## src/rtl/board_io_pkg.sv

```systemverilog
// board_io_pkg: shared board I/O constants for the input conditioner.
//   DB_CYCLES_SIM   debounce length used in simulation
//   DB_CYCLES_BOARD debounce length on hardware (10 ms at 125 MHz)
//   N_BTN / N_SW    number of push buttons / slide switches on the board
package board_io_pkg;
    localparam int DB_CYCLES_SIM   = 4;
    localparam int DB_CYCLES_BOARD = 1_250_000;
    localparam int N_BTN           = 4;
    localparam int N_SW            = 2;
endpackage

```

## src/rtl/debounce_ch.sv

```systemverilog
// debounce_ch: one channel of 2-FF sync, debounce filter and rise/fall pulses.
//   clk_i    system clock (posedge)
//   rst_ni   synchronous reset, active-low
//   raw_i    asynchronous raw pin level
//   stable_o debounced level
//   rise_o   one-cycle pulse on stable 0->1
//   fall_o   one-cycle pulse on stable 1->0
module debounce_ch
    import board_io_pkg::*;
#(
    parameter int DB_CYCLES = DB_CYCLES_SIM
) (
    input  logic clk_i,
    input  logic rst_ni,
    input  logic raw_i,
    output logic stable_o,
    output logic rise_o,
    output logic fall_o
);
    localparam int CNT_W = $clog2(DB_CYCLES + 1);
    localparam logic [CNT_W-1:0] LAST = CNT_W'(DB_CYCLES - 1);
    logic s1_q, s2_q, stable_q, stable_d, rise_q, fall_q, differ, done;
    logic [CNT_W-1:0] cnt_q, cnt_d;
    always_comb begin
        differ   = s2_q != stable_q;
        done     = differ && (cnt_q == LAST);
        stable_d = done ? s2_q : stable_q;
        // any return to the accepted level, or an acceptance, restarts the count
        cnt_d    = (!differ || done) ? '0 : cnt_q + 1'b1;
    end
    always_ff @(posedge clk_i) begin
        if (!rst_ni) begin
            s1_q     <= 1'b0;
            s2_q     <= 1'b0;
            stable_q <= 1'b0;
            cnt_q    <= '0;
            rise_q   <= 1'b0;
            fall_q   <= 1'b0;
        end else begin
            s1_q     <= raw_i;
            s2_q     <= s1_q;
            stable_q <= stable_d;
            cnt_q    <= cnt_d;
            rise_q   <= stable_d & ~stable_q;
            fall_q   <= ~stable_d & stable_q;
        end
    end
    assign stable_o = stable_q;
    assign rise_o   = rise_q;
    assign fall_o   = fall_q;
endmodule

```

## src/rtl/input_conditioner.sv

```systemverilog
// input_conditioner: N_CH-channel button/switch front end (sync, debounce, edge pulses, toggle).
//   sysclk  system clock (posedge)
//   rst_n   synchronous reset, active-low
//   raw_in  asynchronous raw pin levels
//   stable  debounced levels
//   rise    one-cycle pulses on stable 0->1
//   fall    one-cycle pulses on stable 1->0
//   toggle  press-to-toggle state; with INPUT_COND_TOGGLE_EN defined it flips on each
//           rise pulse, otherwise it is a plain copy of stable
module input_conditioner
    import board_io_pkg::*;
#(
    parameter int N_CH      = N_BTN,
    parameter int DB_CYCLES = DB_CYCLES_SIM
) (
    input  logic            sysclk,
    input  logic            rst_n,
    input  logic [N_CH-1:0] raw_in,
    output logic [N_CH-1:0] stable,
    output logic [N_CH-1:0] rise,
    output logic [N_CH-1:0] fall,
    output logic [N_CH-1:0] toggle
);
    for (genvar i = 0; i < N_CH; i++) begin : g_ch
        debounce_ch #(.DB_CYCLES(DB_CYCLES)) u_ch (
            .clk_i   (sysclk),
            .rst_ni  (rst_n),
            .raw_i   (raw_in[i]),
            .stable_o(stable[i]),
            .rise_o  (rise[i]),
            .fall_o  (fall[i])
        );
    end
`ifdef INPUT_COND_TOGGLE_EN
    logic [N_CH-1:0] toggle_q;
    always_ff @(posedge sysclk) begin
        if (!rst_n) toggle_q <= '0;
        else        toggle_q <= toggle_q ^ rise;
    end
    assign toggle = toggle_q;
`else
    assign toggle = stable;
`endif
endmodule
```

## config.mk

```make
export PLATFORM = sky130hd
export DESIGN_NAME = input_conditioner
export DESIGN_NICKNAME = d
export VERILOG_FILES = /design/src/rtl/board_io_pkg.sv /design/src/rtl/debounce_ch.sv /design/src/rtl/input_conditioner.sv
export SDC_FILE = /design/constraint.sdc
export NUM_CORES = 1
export LEC_CHECK = 0
export BUFFER_PORTS_ARGS = -buffer_cell sky130_fd_sc_hd__buf_2
export CORE_ASPECT_RATIO = 0.75
export CORE_MARGIN = 2
export CORE_UTILIZATION = 40
export CTS_BUF_LIST = sky130_fd_sc_hd__clkbuf_4
export CTS_CLUSTER_SIZE = 8
export DETAILED_ROUTE_END_ITERATION = 6
export PLACE_DENSITY = 0.61
export SETUP_SLACK_MARGIN = 0.02
export SYNTH_ARGS = -nofsm -noshare
export SYNTH_HDL_FRONTEND = slang
export SYNTH_HIERARCHICAL = 1
export SYNTH_SLANG_ARGS = --single-unit
```

## constraint.sdc

```tcl
create_clock -name sysclk -period 2.35 [get_ports sysclk]
set_clock_uncertainty 0.2 [all_clocks]
set_input_delay 0.235 -clock sysclk [delete_from_list [all_inputs] [get_ports sysclk]]
set_output_delay 0.235 -clock sysclk [all_outputs]
set_load 0.01 [all_outputs]
```

# ---- Word level (Yosys, flattened, before mapping)
# Index checks and enable logic that the tools add are counted.
# W data, S select, Z words.
dict set report word_totals {
  in_bits 6
  reg_bits 32
  wordCells 73
}
dict set report classes {
  n_reduce_logical 16
  bitwise_logic 17
  n_eq_ne 8
  n_addsub 4
  mux 4
}
# cell n
set ops {}
lappend ops {{$add A3 B1 Y3 const B} 4}
lappend ops {{$eq A3 B2 Y1 const B} 4}
lappend ops {{$not A1 Y1} 9}
lappend ops {{$and A1 B1 Y1} 8}
lappend ops {{$reduce_or A2 Y1} 4}
lappend ops {{$logic_and A1 B1 Y1} 4}
lappend ops {{$logic_not A1 Y1} 4}
lappend ops {{$logic_or A1 B1 Y1} 4}
lappend ops {{$mux W1} 4}
lappend ops {{$ne A1 B1 Y1} 4}

# ---- Depth between registers and ports, before layout
# Gate-level depths: netlist (run 1).
dict set report logic_depth {
  depth_word 5
  ltp_mapped 4
  ltp_nobuf 4
}

# ---- By module
# The synthesis (run 1) kept the hierarchy.
# module area_per_inst_um2 instances cells_each
set modules_own_cells {}
lappend modules_own_cells {debounce_ch 275.3 4 22}
lappend modules_own_cells {input_conditioner 30.0 1 4}

# ---- Worst setup path after synthesis (run 1)
# No wires, ideal clock.
dict set report synth_path {
  kind {reg-to-reg}
  from {register g_ch[0].u_ch.cnt_q[0]}
  to {register g_ch[0].u_ch.cnt_q[2]}
  path_buffers 0
  setup_slack_ps 1072
  stages_incl_launch_ff 4
  setup_time_ps 96
  arrival_ps 982
  cell_sequence {dfxtp_1 -> ha_1 -> ha_1 -> nor4b_1}
}
dict set report synth_between {
  elab_chain_cells 4
}
# element line
set synth_rtl {}
lappend synth_rtl {{from (decl)} debounce_ch.sv:23} ;# logic [CNT_W-1:0] cnt_q, cnt_d;
lappend synth_rtl {{from (signal assigned)} debounce_ch.sv:43} ;# cnt_q <= cnt_d;
lappend synth_rtl {{$eq A3 B2 Y1} debounce_ch.sv:26} ;# done = differ && (cnt_q == LAST);
lappend synth_rtl {{$logic_and A1 B1 Y1} debounce_ch.sv:26}
lappend synth_rtl {{$logic_or A1 B1 Y1} debounce_ch.sv:29} ;# cnt_d = (!differ || done) ? '0 : cnt_q + 1'b1;
lappend synth_rtl {{$reduce_or A2 Y1 (no line)} n/a}
# Several ways; a longest one is shown, not always the timed one.
# A chain may end at the register's enable or synchronous reset.

# ---- Worst setup path after layout (run 1)
dict set report layout_path {
  from {register g_ch[1].u_ch.cnt_q[0]}
  to {register g_ch[1].u_ch.cnt_q[2]}
}
dict set report layout_between {
  elab_chain_cells 4
}
# element line
set layout_rtl {}
lappend layout_rtl {{from (decl)} debounce_ch.sv:23}
lappend layout_rtl {{from (signal assigned)} debounce_ch.sv:43}
lappend layout_rtl {{$eq A3 B2 Y1} debounce_ch.sv:26}
lappend layout_rtl {{$logic_and A1 B1 Y1} debounce_ch.sv:26}
lappend layout_rtl {{$logic_or A1 B1 Y1} debounce_ch.sv:29}
lappend layout_rtl {{$reduce_or A2 Y1 (no line)} n/a}
# Several ways; a longest one is shown, not always the timed one.

==> results of run 1 <==
[through the flow]
step | util [%] | hold slack, ns
final | 51.0 | 0.173
after global routing | 51.0 | 0.170
after CTS | 51.0 | 0.168
after detailed placement | 47.3 | 0.220
after global placement | 47.3 | 0.213
after floorplan | - | 0.157
[final cells by class]
type / count / share of cell area, %
clock inverter: 1 / 0.279
clock buffer: 7 / 3.90
tap: 36 / 3.34
multi-input combinational: 52 / 33.1
inverter: 4 / 1.11
timing repair buffer: 25 / 10.8
sequential: 32 / 47.5
[flip-flops by register name, indices dropped and copies added, names as in the netlist]
| register | count |
|---|---|
| g_ch.u_ch/cnt_q | 12 |
| g_ch.u_ch/fall_o | 4 |
| g_ch.u_ch/rise_o | 4 |
| g_ch.u_ch/s1_q | 4 |
| g_ch.u_ch/s2_q | 4 |
| g_ch.u_ch/stable_o | 4 |
[cells by family (layout without fill, tap and decap cells)]
kind of cell / after synthesis / in the layout / share of synthesized area (%)
XOR/XNOR: 4 / 4 / 3.10
flip-flops: 32 / 32 / 56.6
multiplexers: 4 / 4 / 3.54
AND/OR/NAND/NOR: 36 / 36 / 23.9
adder cells (fa/ha/maj): 8 / 8 / 8.85
buffers and inverters: 8 / 37 / 3.98
[power by group through the flow]
| stage | logic (mW) | clock network (mW) | registers, mW |
|---|---|---|---|
| finish | 0.0281 | 0.299 | 0.555 |
| CTS | 0.0287 | 0.316 | 0.555 |
| detailed placement | 0.0234 | 0 | 0.568 |
| global placement | 0.0225 | 0 | 0.567 |
| global route | 0.0316 | 0.347 | 0.556 |
| floorplan | 0.0127 | 0 | 0.567 |
[path summary, 6_finish.rpt]
kind,from,endpoint,slack [ns],depth (start not counted)
max,g_ch[1].u_ch/cnt_q[0],g_ch[1].u_ch/cnt_q[2],0.99,3
min,rst_n,g_ch[2].u_ch/stable_o,0.17,2
max reg2reg,g_ch[1].u_ch/cnt_q[0],g_ch[1].u_ch/cnt_q[2],0.99,3
min reg2reg,g_ch[3].u_ch/cnt_q[0],g_ch[3].u_ch/cnt_q[0],0.24,1
[layout by cell type (no fill, tap or decap), types with 7 or more instances in the layout]
cell type and n:
nor4b_1 8, ha_1 8, clkbuf_4 7, dfxtp_1 32
and2_1 8, buf_2 21, nor3b_1 8
[layer usage]
metal  up-vias  routed length (um)
met5         -                   0
met4         0                  17
met3         2                 131
met2        20                 754
met1       339                 732
li1        372                   -
[worst max-delay path: cells and delay by family, from the launching register on]
family	cells	cell delay, ns
AND/OR/NAND/NOR	1	0.28
flip-flops	1	0.32
adder cells (fa/ha/maj)	2	0.47
==> impl_metrics.yaml, run 1 <==
worst_setup_path:
  end_kind: "flip-flop"
  worst-setup-path-type: "reg2reg"
  worstPathCellList: "ha_1 > ha_1 > nor4b_1"
  crit_required_ns: 2.37
  worstPathArrival_ns: 1.38
  cp_common_cell: "ha_1"
  critPathMaxFanout: 2
  critical_path.startpoint_type: "flip-flop"
  slowest_delay_ns: 0.32
  critPathSlowestCell: "dfxtp_1"
cells_and_area:
  multiInputGateArea_sq_um: 445
  nFillCells: 263
  syn_to_final_growth_pct: 19.1
  layout.nets: 134
  drive_gt1_share_pct: 26.4
  seqCellArea_sq_um: 641
  finalNonFillerCells: 157
  design_area_sq_mm: 0.00135
  antenna_cells: 0
status:
  status: "finished, final reports clean"
cts:
  cts_max_level: 2
  cts_sinks: 32
  post-cts-setup-buffer-count: 0
  cts_hold_buffers: 4
  cts.clk_slew.worst_paths_ns: 0.09
  cts_tree: "yes"
  cts.repair.resized: 0
  numCtsBuffers: 5
  clockBufferDepth: 2
  clock_latency_ns: 0.31
  cts_root_buf: "clkbuf_4"
global_routing:
  gr-usage-all-layers_pct: 11.3
  grt_pass1_vias: 620
  antenna_found_initial: 0
  top_usage_layer: "met2"
  grt_util_met1_pct: 12.1
  use_met2_pct: 16.8
  grt_pass1_wl_um: 2590
  grt_max_degree: 29
  gr-usage-met3_pct: 7.53
  overflow: 0
synthesis:
  syn_area_sq_mm: 0.00113
  postSynthAreaPerCell_sq_um: 12.3
  synth.top_cell.area_share_pct: 56.6
  yosysSeqAreaShare_pct: 56.6
  yosysWarnings: 6
  postSynthCellCount: 92
  synth.distinct_cells: 12
  synth_most_common_cell: "dfxtp_1"
  synth_common_cells: "dfxtp_1, and2_1, ha_1, nor3b_1, nor4b_1"
  synth_area_leaders: "dfxtp_1, ha_1, nor4b_1, nor3b_1, and2_1"
  ys_seq_elements: 32
  synth_ff_type: "dfxtp_1"
  synth_edf_count: 0
  yosysTopAreaCell: "dfxtp_1"
  synthArstFlopShare_pct: 0
  syn_nets: 106
timing:
  report.final.slew_viol_count: 0
  setup_violations: 0
  worstMarginPinSlew_ns: 0.381
  period_share_pct: 58.0
  max_slew_margin_pct: 74.6
  worst_slack_ns: 0.986
  setup-tns-final_ns: 0
  period_minus_slack_ns: 1.36
  clock.fmax_mhz: 733
  rsz0062_at_grt: "false"
  hold_viol_final: 0
detailed_routing:
  drt-pass1-iter-count: 4
  drt-vias-per-instance: 4.67
  routed_wl_um: 1640
  drc: 0
  first_iter_violations: 24
  via_count: 733
  wl_per_cell_um: 10.4
  ant_nets: 0
pwr:
  p_per_area_mw_per_mm2: 654
  power_frac_clock_pct: 33.9
  p_int_uw: 705
  combPwrFrac_pct: 3.2
  p_leak_nw: 0.552
  worst_ir_drop_vdd_mv: 0.399
  pwr-share-seq_pct: 62.9
  switchingPower_uw: 176
  switching_share_pct: 20.0
  total_power_uw: 882
die:
  pin_count: 22
  die_area_sq_mm: 0.00327
  die_y_um: 50.1
  core_area_sq_mm: 0.00264
  start_util_pct: 42.8
  fp.dieW_um: 65.4
  rows: 16
hold_path:
  hold_class: "in2reg"
placement:
  place_hpwl_um: 1040
  placed_area_sq_mm: 0.00125
  place.gp.congestion: 0.723
  dp_cells: 145
  portBuffers: 21
  place_ws_ns: 0.986
job:
  cap_viol_max_count: 0
Note: power is estimated with default switching activity, not from simulation.
==> run 2: changes to the inputs <==
==> constraint.sdc (replaced) <==
create_clock -name sysclk -period 1.3 [get_ports sysclk]
set_clock_uncertainty 0.2 [all_clocks]
set_input_delay 0.13 -clock sysclk [delete_from_list [all_inputs] [get_ports sysclk]]
set_output_delay 0.13 -clock sysclk [all_outputs]
set_load 0.01 [all_outputs]
==> run 2 against run 1 <==
Against the previous run: worst setup slack worse by 0.95 ns; die area stayed put; first-iteration DRC count is 13% lower; critical endpoint is now g_ch[0].u_ch/cnt_q[0].
==> impl_metrics.yaml, run 2 (synthesis gave the netlist of run 1 again) <==
pwr:
  p_leak_nw: 0.599
  p_int_mw: 1.28
  pwr-share-seq_pct: 62.0
  combPwrFrac_pct: 4.2
  switching_share_pct: 20.8
  total_power_mw: 1.62
  switchingPower_uw: 337
  worst_ir_drop_vdd_mv: 0.718
  power_frac_clock_pct: 33.8
  p_per_area_mw_per_mm2: 994
placement:
  place_hpwl_um: 1080
  place_ws_ns: -0.0383
  portBuffers: 21
  dp_cells: 147
  place.gp.congestion: 0.709
cts:
  clockBufferDepth: 2
  clock_latency_ns: 0.31
  cts_root_buf: "clkbuf_4"
  cts_max_level: 2
  cts.clk_slew.worst_paths_ns: 0.09
  cts_tree: "yes"
  cts_sinks: 32
  numCtsBuffers: 5
timing:
  worstMarginPinSlew_ns: 0.390
  report.final.slew_viol_count: 0
  period_minus_slack_ns: 1.26
  worst_slack_ns: 0.0361
  hold_viol_final: 0
  setup-tns-final_ns: 0
  worst_hold_slack_ns: 0.0655
  setup_violations: 0
  period_share_pct: 97.2
  max_slew_margin_pct: 74.0
  rsz0062_at_grt: "true"
  clock.fmax_mhz: 791
cells_and_area:
  finalNonFillerCells: 161
  syn_to_final_growth_pct: 44.1
  top_register: "g_ch.u_ch/cnt_q"
  antenna_cells: 0
  largest_reg_flops: 12
  nFillCells: 241
  final_common_cell: "dfxtp_1"
  layout.nets: 138
  final_cell_mix: "dfxtp_1, buf_2, and2_1, ha_4"
  drive_gt1_share_pct: 56.8
status:
  status: "finished, final reports clean"
worst_setup_path:
  critPathMaxFanout: 5
  end_kind: "flip-flop"
  worst-setup-path-type: "reg2reg"
  reg2regPathDepth: 3
  worstPathArrival_ns: 1.28
  crit_required_ns: 1.32
  r2r-start: "g_ch[0].u_ch/cnt_q[0]"
  reg2reg_slack_ns: 0.04
  r2r-end: "g_ch[0].u_ch/cnt_q[0]"
  critical_path.startpoint_type: "flip-flop"
detailed_routing:
  drt-pass1-iter-count: 4
  ant_nets: 0
  first_iter_violations: 21
  drt-vias-per-instance: 4.67
  via_count: 752
  drc: 0
  wl_per_cell_um: 11.3
  routed_wl_um: 1830
global_routing:
  gr-usage-all-layers_pct: 11.6
  grt_pass1_wl_um: 2770
  grt_max_degree: 26
  antenna_found_initial: 0
  overflow: 0
  grt_pass1_vias: 667
hold_path:
  min_path_cells: 2
  min_to: "g_ch[2].u_ch/stable_o"
  hp-start: "rst_n"
  hold_class: "in2reg"
die:
  die_area_sq_mm: 0.00327
  pin_count: 22
  core_area_sq_mm: 0.00264
  start_util_pct: 42.8
  rows: 16
  die_y_um: 50.1
  fp.dieW_um: 65.4
job:
  cap_viol_max_count: 0
-- run 2: metrics by stage --
step	instance area (sq um)	util [%]
after CTS	1480	55.9
after detailed placement	1270	47.9
final	1630	61.7
after global routing	1630	61.7
after floorplan	1130	-
after global placement	1270	47.9
-- run 2: area by class of cell --
type / instances / area (sq um) / share of cell area (%)
multi-input cells: 52 / 666 / 40.8
well taps: 36 / 45.0 / 2.76
repair buffers: 29 / 191 / 11.7
clock inverters: 1 / 3.75 / 0.230
flip-flops and latches: 32 / 657 / 40.3
clock buffers: 7 / 52.6 / 3.22
inverters: 4 / 15.0 / 0.921
-- run 2: worst max-delay path by stage --
stage / from / slack [ns] / to
floorplan: g_ch[0].u_ch/cnt_q[0] / 0.02 / g_ch[0].u_ch/cnt_q[2]
global placement: g_ch[1].u_ch/cnt_q[0] / -0.02 / g_ch[1].u_ch/cnt_q[2]
detailed placement: g_ch[3].u_ch/cnt_q[0] / -0.04 / g_ch[3].u_ch/cnt_q[2]
CTS: g_ch[2].u_ch/cnt_q[0] / -0.008 / g_ch[2].u_ch/rise_o
global route: g_ch[2].u_ch/cnt_q[0] / -0.007 / g_ch[2].u_ch/cnt_q[2]
finish: g_ch[0].u_ch/cnt_q[0] / 0.04 / g_ch[0].u_ch/cnt_q[0]
-- run 2: power by group through the flow --
stage               clock network [mW]  registers (mW)  logic [mW]
finish                           0.548            1.00      0.0680
global route                     0.614            1.01      0.0756
CTS                              0.575            1.00      0.0612
detailed placement                   0            1.03      0.0445
global placement                     0            1.03      0.0429
floorplan                            0            1.02      0.0230
-- run 2: critical path, cell delays in order (launching register included) --
cell     delay [ns]
dfxtp_2        0.34
ha_4           0.16
ha_4           0.18
nor4b_4        0.29
-- run 2: timing repair --
| action | in CTS | in global routing |
|---|---|---|
| hold endpoints to repair | 4 | 0 |
| resized for setup | 21 | 29 |
| setup endpoints to repair | 22 | 30 |
| hold buffers | 4 | 0 |
| pin swaps | 4 | 9 |
| setup buffers | 2 | 0 |
-- run 2: per-layer routing --
metal	up-vias	track usage (%)	part of all wire, %
met5	-	0	0
met3	0	4.79	4.8
li1	379	-	-
met2	18	18.9	48
met1	355	13.2	47
met4	0	5.21	0
==> run 3: changes to the inputs <==
--- a/config.mk
+++ b/config.mk
@@ -5,6 +5,7 @@
 export SDC_FILE = /design/constraint.sdc
 export NUM_CORES = 1
 export LEC_CHECK = 0
+export ABC_AREA = 1
 export BUFFER_PORTS_ARGS = -buffer_cell sky130_fd_sc_hd__buf_2
 export CORE_ASPECT_RATIO = 0.75
 export CORE_MARGIN = 2
==> run 3 against run 2 <==
Against the previous run: combinational power grew 6.6%; synthesized cell count grew 48%; sequential share of layout area grew 1.1 points; worst hold slack gained 0.15 ns; design area shrank 3.3%; routed wire length grew 8.2%; non-clock buffer count is the same; global-route usage grew 1.3 points; fmax shrank 1.4%; synthesized area grew 4.0%; core utilization shrank 6.8 points; final cell count grew 29%; highest routed layer is now met4.
==> impl_metrics.yaml, run 3 <==
synthesis:
  yosysWarnings: 6
  synth.top_cell.area_share_pct: 54.5
  yosysTopAreaCell: "dfxtp_1"
  synth.distinct_cells: 12
  yosysSeqAreaShare_pct: 54.5
  syn_area_sq_mm: 0.00118
  ys_seq_elements: 32
  synthArstFlopShare_pct: 0
  postSynthAreaPerCell_sq_um: 8.65
  synth_common_cells: "dfxtp_1, inv_1, nand2_1, nor2_1"
  synth_edf_count: 0
  postSynthCellCount: 136
  syn_nets: 150
  synth_area_leaders: "dfxtp_1, inv_1, ha_1, nand2_1, nor2_1"
  synth_most_common_cell: "dfxtp_1"
  synth_ff_type: "dfxtp_1"
pwr:
  switchingPower_uw: 379
  combPwrFrac_pct: 4.5
  pwr-share-seq_pct: 62.1
  p_per_area_mw_per_mm2: 1030
  power_frac_clock_pct: 33.4
  p_int_mw: 1.24
  worst_ir_drop_vdd_mv: 0.625
  switching_share_pct: 23.5
  p_leak_nw: 0.756
worst_setup_path:
  worstPathArrival_ns: 1.30
  worstPathCellList: "ha_4 > ha_4 > or2_4 > nand3_2 > inv_1"
  crit_required_ns: 1.32
  critPathLaunch: "g_ch[3].u_ch/cnt_q[0]"
  critPathSlowestCell: "dfxtp_2"
  reg2reg_slack_ns: 0.02
  slowest_delay_ns: 0.34
  worst-setup-path-type: "reg2reg"
  end_kind: "flip-flop"
  critical_path.startpoint_type: "flip-flop"
  r2r-start: "g_ch[3].u_ch/cnt_q[0]"
  critPathMaxFanout: 4
  cp_common_cell: "ha_4"
timing:
  setup_violations: 0
  worst_slack_ns: 0.0182
  rsz0062_at_grt: "true"
  max_slew_margin_pct: 89.2
  setup-tns-final_ns: 0
  period_minus_slack_ns: 1.28
  hold_viol_final: 0
  worstMarginPinSlew_ns: 0.160
  report.final.slew_viol_count: 0
  worst_hold_slack_ns: 0.220
  clock.fmax_mhz: 780
  period_share_pct: 98.6
die:
  rows: 17
  die_area_sq_mm: 0.00339
  fp.dieW_um: 66.6
  start_util_pct: 41.0
  pin_count: 22
  core_area_sq_mm: 0.00287
  die_y_um: 51.0
status:
  status: "finished, final reports clean"
cts:
  clock_latency_ns: 0.33
  cts_max_level: 2
  numCtsBuffers: 5
  clockBufferDepth: 2
  cts_tree: "yes"
  cts.clk_slew.worst_paths_ns: 0.09
  cts_root_buf: "clkbuf_4"
  cts_sinks: 32
cells_and_area:
  nFillCells: 262
  largest_reg_flops: 12
  final_common_cell: "inv_1"
  antenna_cells: 0
  drive_gt1_share_pct: 40.8
  final_cell_mix: "inv_1, dfxtp_1, nand2_1, buf_2, nor2_1"
  syn_to_final_growth_pct: 34.0
  layout.nets: 182
  top_register: "g_ch.u_ch/cnt_q"
  design_area_sq_mm: 0.00158
global_routing:
  grt_max_degree: 12
  gr-usage-all-layers_pct: 12.9
  grt_pass1_vias: 775
  overflow: 0
  grt_pass1_wl_um: 3090
  antenna_found_initial: 0
placement:
  placed_area_sq_mm: 0.00140
  place.gp.congestion: 0.759
  portBuffers: 21
  place_ws_ns: 0.0169
  place_hpwl_um: 1380
hold_path:
  hold_class: "reg2reg"
  hp-start: "g_ch[2].u_ch/s1_q"
detailed_routing:
  first_iter_violations: 15
  drt-pass1-iter-count: 4
  drc: 0
  via_count: 873
  routed_wl_um: 1980
  drt-vias-per-instance: 4.22
  ant_nets: 0
  wl_per_cell_um: 9.54
job:
  cap_viol_max_count: 0
==> run 3: cell count changes in the layout (fill, tap and decap cells not counted), sizes merged, moves of 8 or more <==
cell	change
nor4b	-8
nand2	+16
inv	+28
nand3	+12
nor3b	-8
and2	-8
nor2	+20
==> run 3: repair_timing <==
| item | CTS | global route |
|---|---|---|
| cloned | 0 | 0 |
| buffers inserted | 0 | 1 |
| setup endpoints to repair | 2 | 17 |
| endpoints found under the hold margin | 14 | 0 |
| hold buffers | 5 | 0 |
| pin swaps | 1 | 5 |
| gates resized for setup | 5 | 10 |
==> run 3: final cells by class <==
cell class / instances / area (sq um) / share of cell area (%)
Sequential cell: 32 / 652 / 41.3
Multi-Input combinational cell: 68 / 520 / 33.0
Timing Repair Buffer: 29 / 180 / 11.4
Inverter: 32 / 120 / 7.62
Tap cell: 38 / 47.5 / 3.02
Clock buffer: 5 / 37.5 / 2.38
Clock inverter: 3 / 18.8 / 1.19
==> run 3: power groups by stage <==
stage          Combinational [mW]  Sequential (mW)  Clock [mW]
3_5_place_dp               0.0579             1.03           0
4_1_cts                    0.0701             1.00       0.570
2_1_floorplan              0.0318             1.02           0
6_report                   0.0725             1.00       0.540
3_3_place_gp               0.0563             1.02           0
5_1_grt                    0.0820             1.01       0.626
==> run 3: cell families after synthesis <==
logic type                 after synthesis  synth area share, %
DFF                                     32                 54.5
buffers and inverters                   36                 12.8
adders and majority gates                8                 8.51
and+or+nand+nor                         60                 24.3
==> run 3: metal layers <==
| metal | track usage, % | up-vias | wire length (um) |
|---|---|---|---|
| li1 | - | 467 | - |
| met1 | 14.3 | 390 | 931 |
| met2 | 20.0 | 14 | 941 |
| met3 | 5.29 | 2 | 85 |
| met4 | 9.18 | 0 | 18 |
| met5 | 0 | - | 0 |
==> run 3: worst max-delay path: cells and delay by family, from the launching register on <==
kind	cells	cell delay [ns]
flops	1	0.34
fa+ha+maj	2	0.32
simple gates	2	0.28
buf+inv	1	0.04
==> run 3: path summary, 6_finish.rpt <==
check,cells after the start,endpoint
min reg2reg,2,g_ch[2].u_ch/s2_q
min,2,g_ch[2].u_ch/s2_q
max,5,g_ch[3].u_ch/stable_o
max reg2reg,5,g_ch[3].u_ch/stable_o
==> run 3: metrics by stage <==
step	utilization [%]	cells	power (mW)
2_1_floorplan	-	136	1.06
3_3_place_gp	48.9	193	1.08
3_5_place_dp	48.9	193	1.08
4_1_cts	53.4	206	1.64
5_1_grt	54.9	207	1.71
6_report	54.9	207	1.62
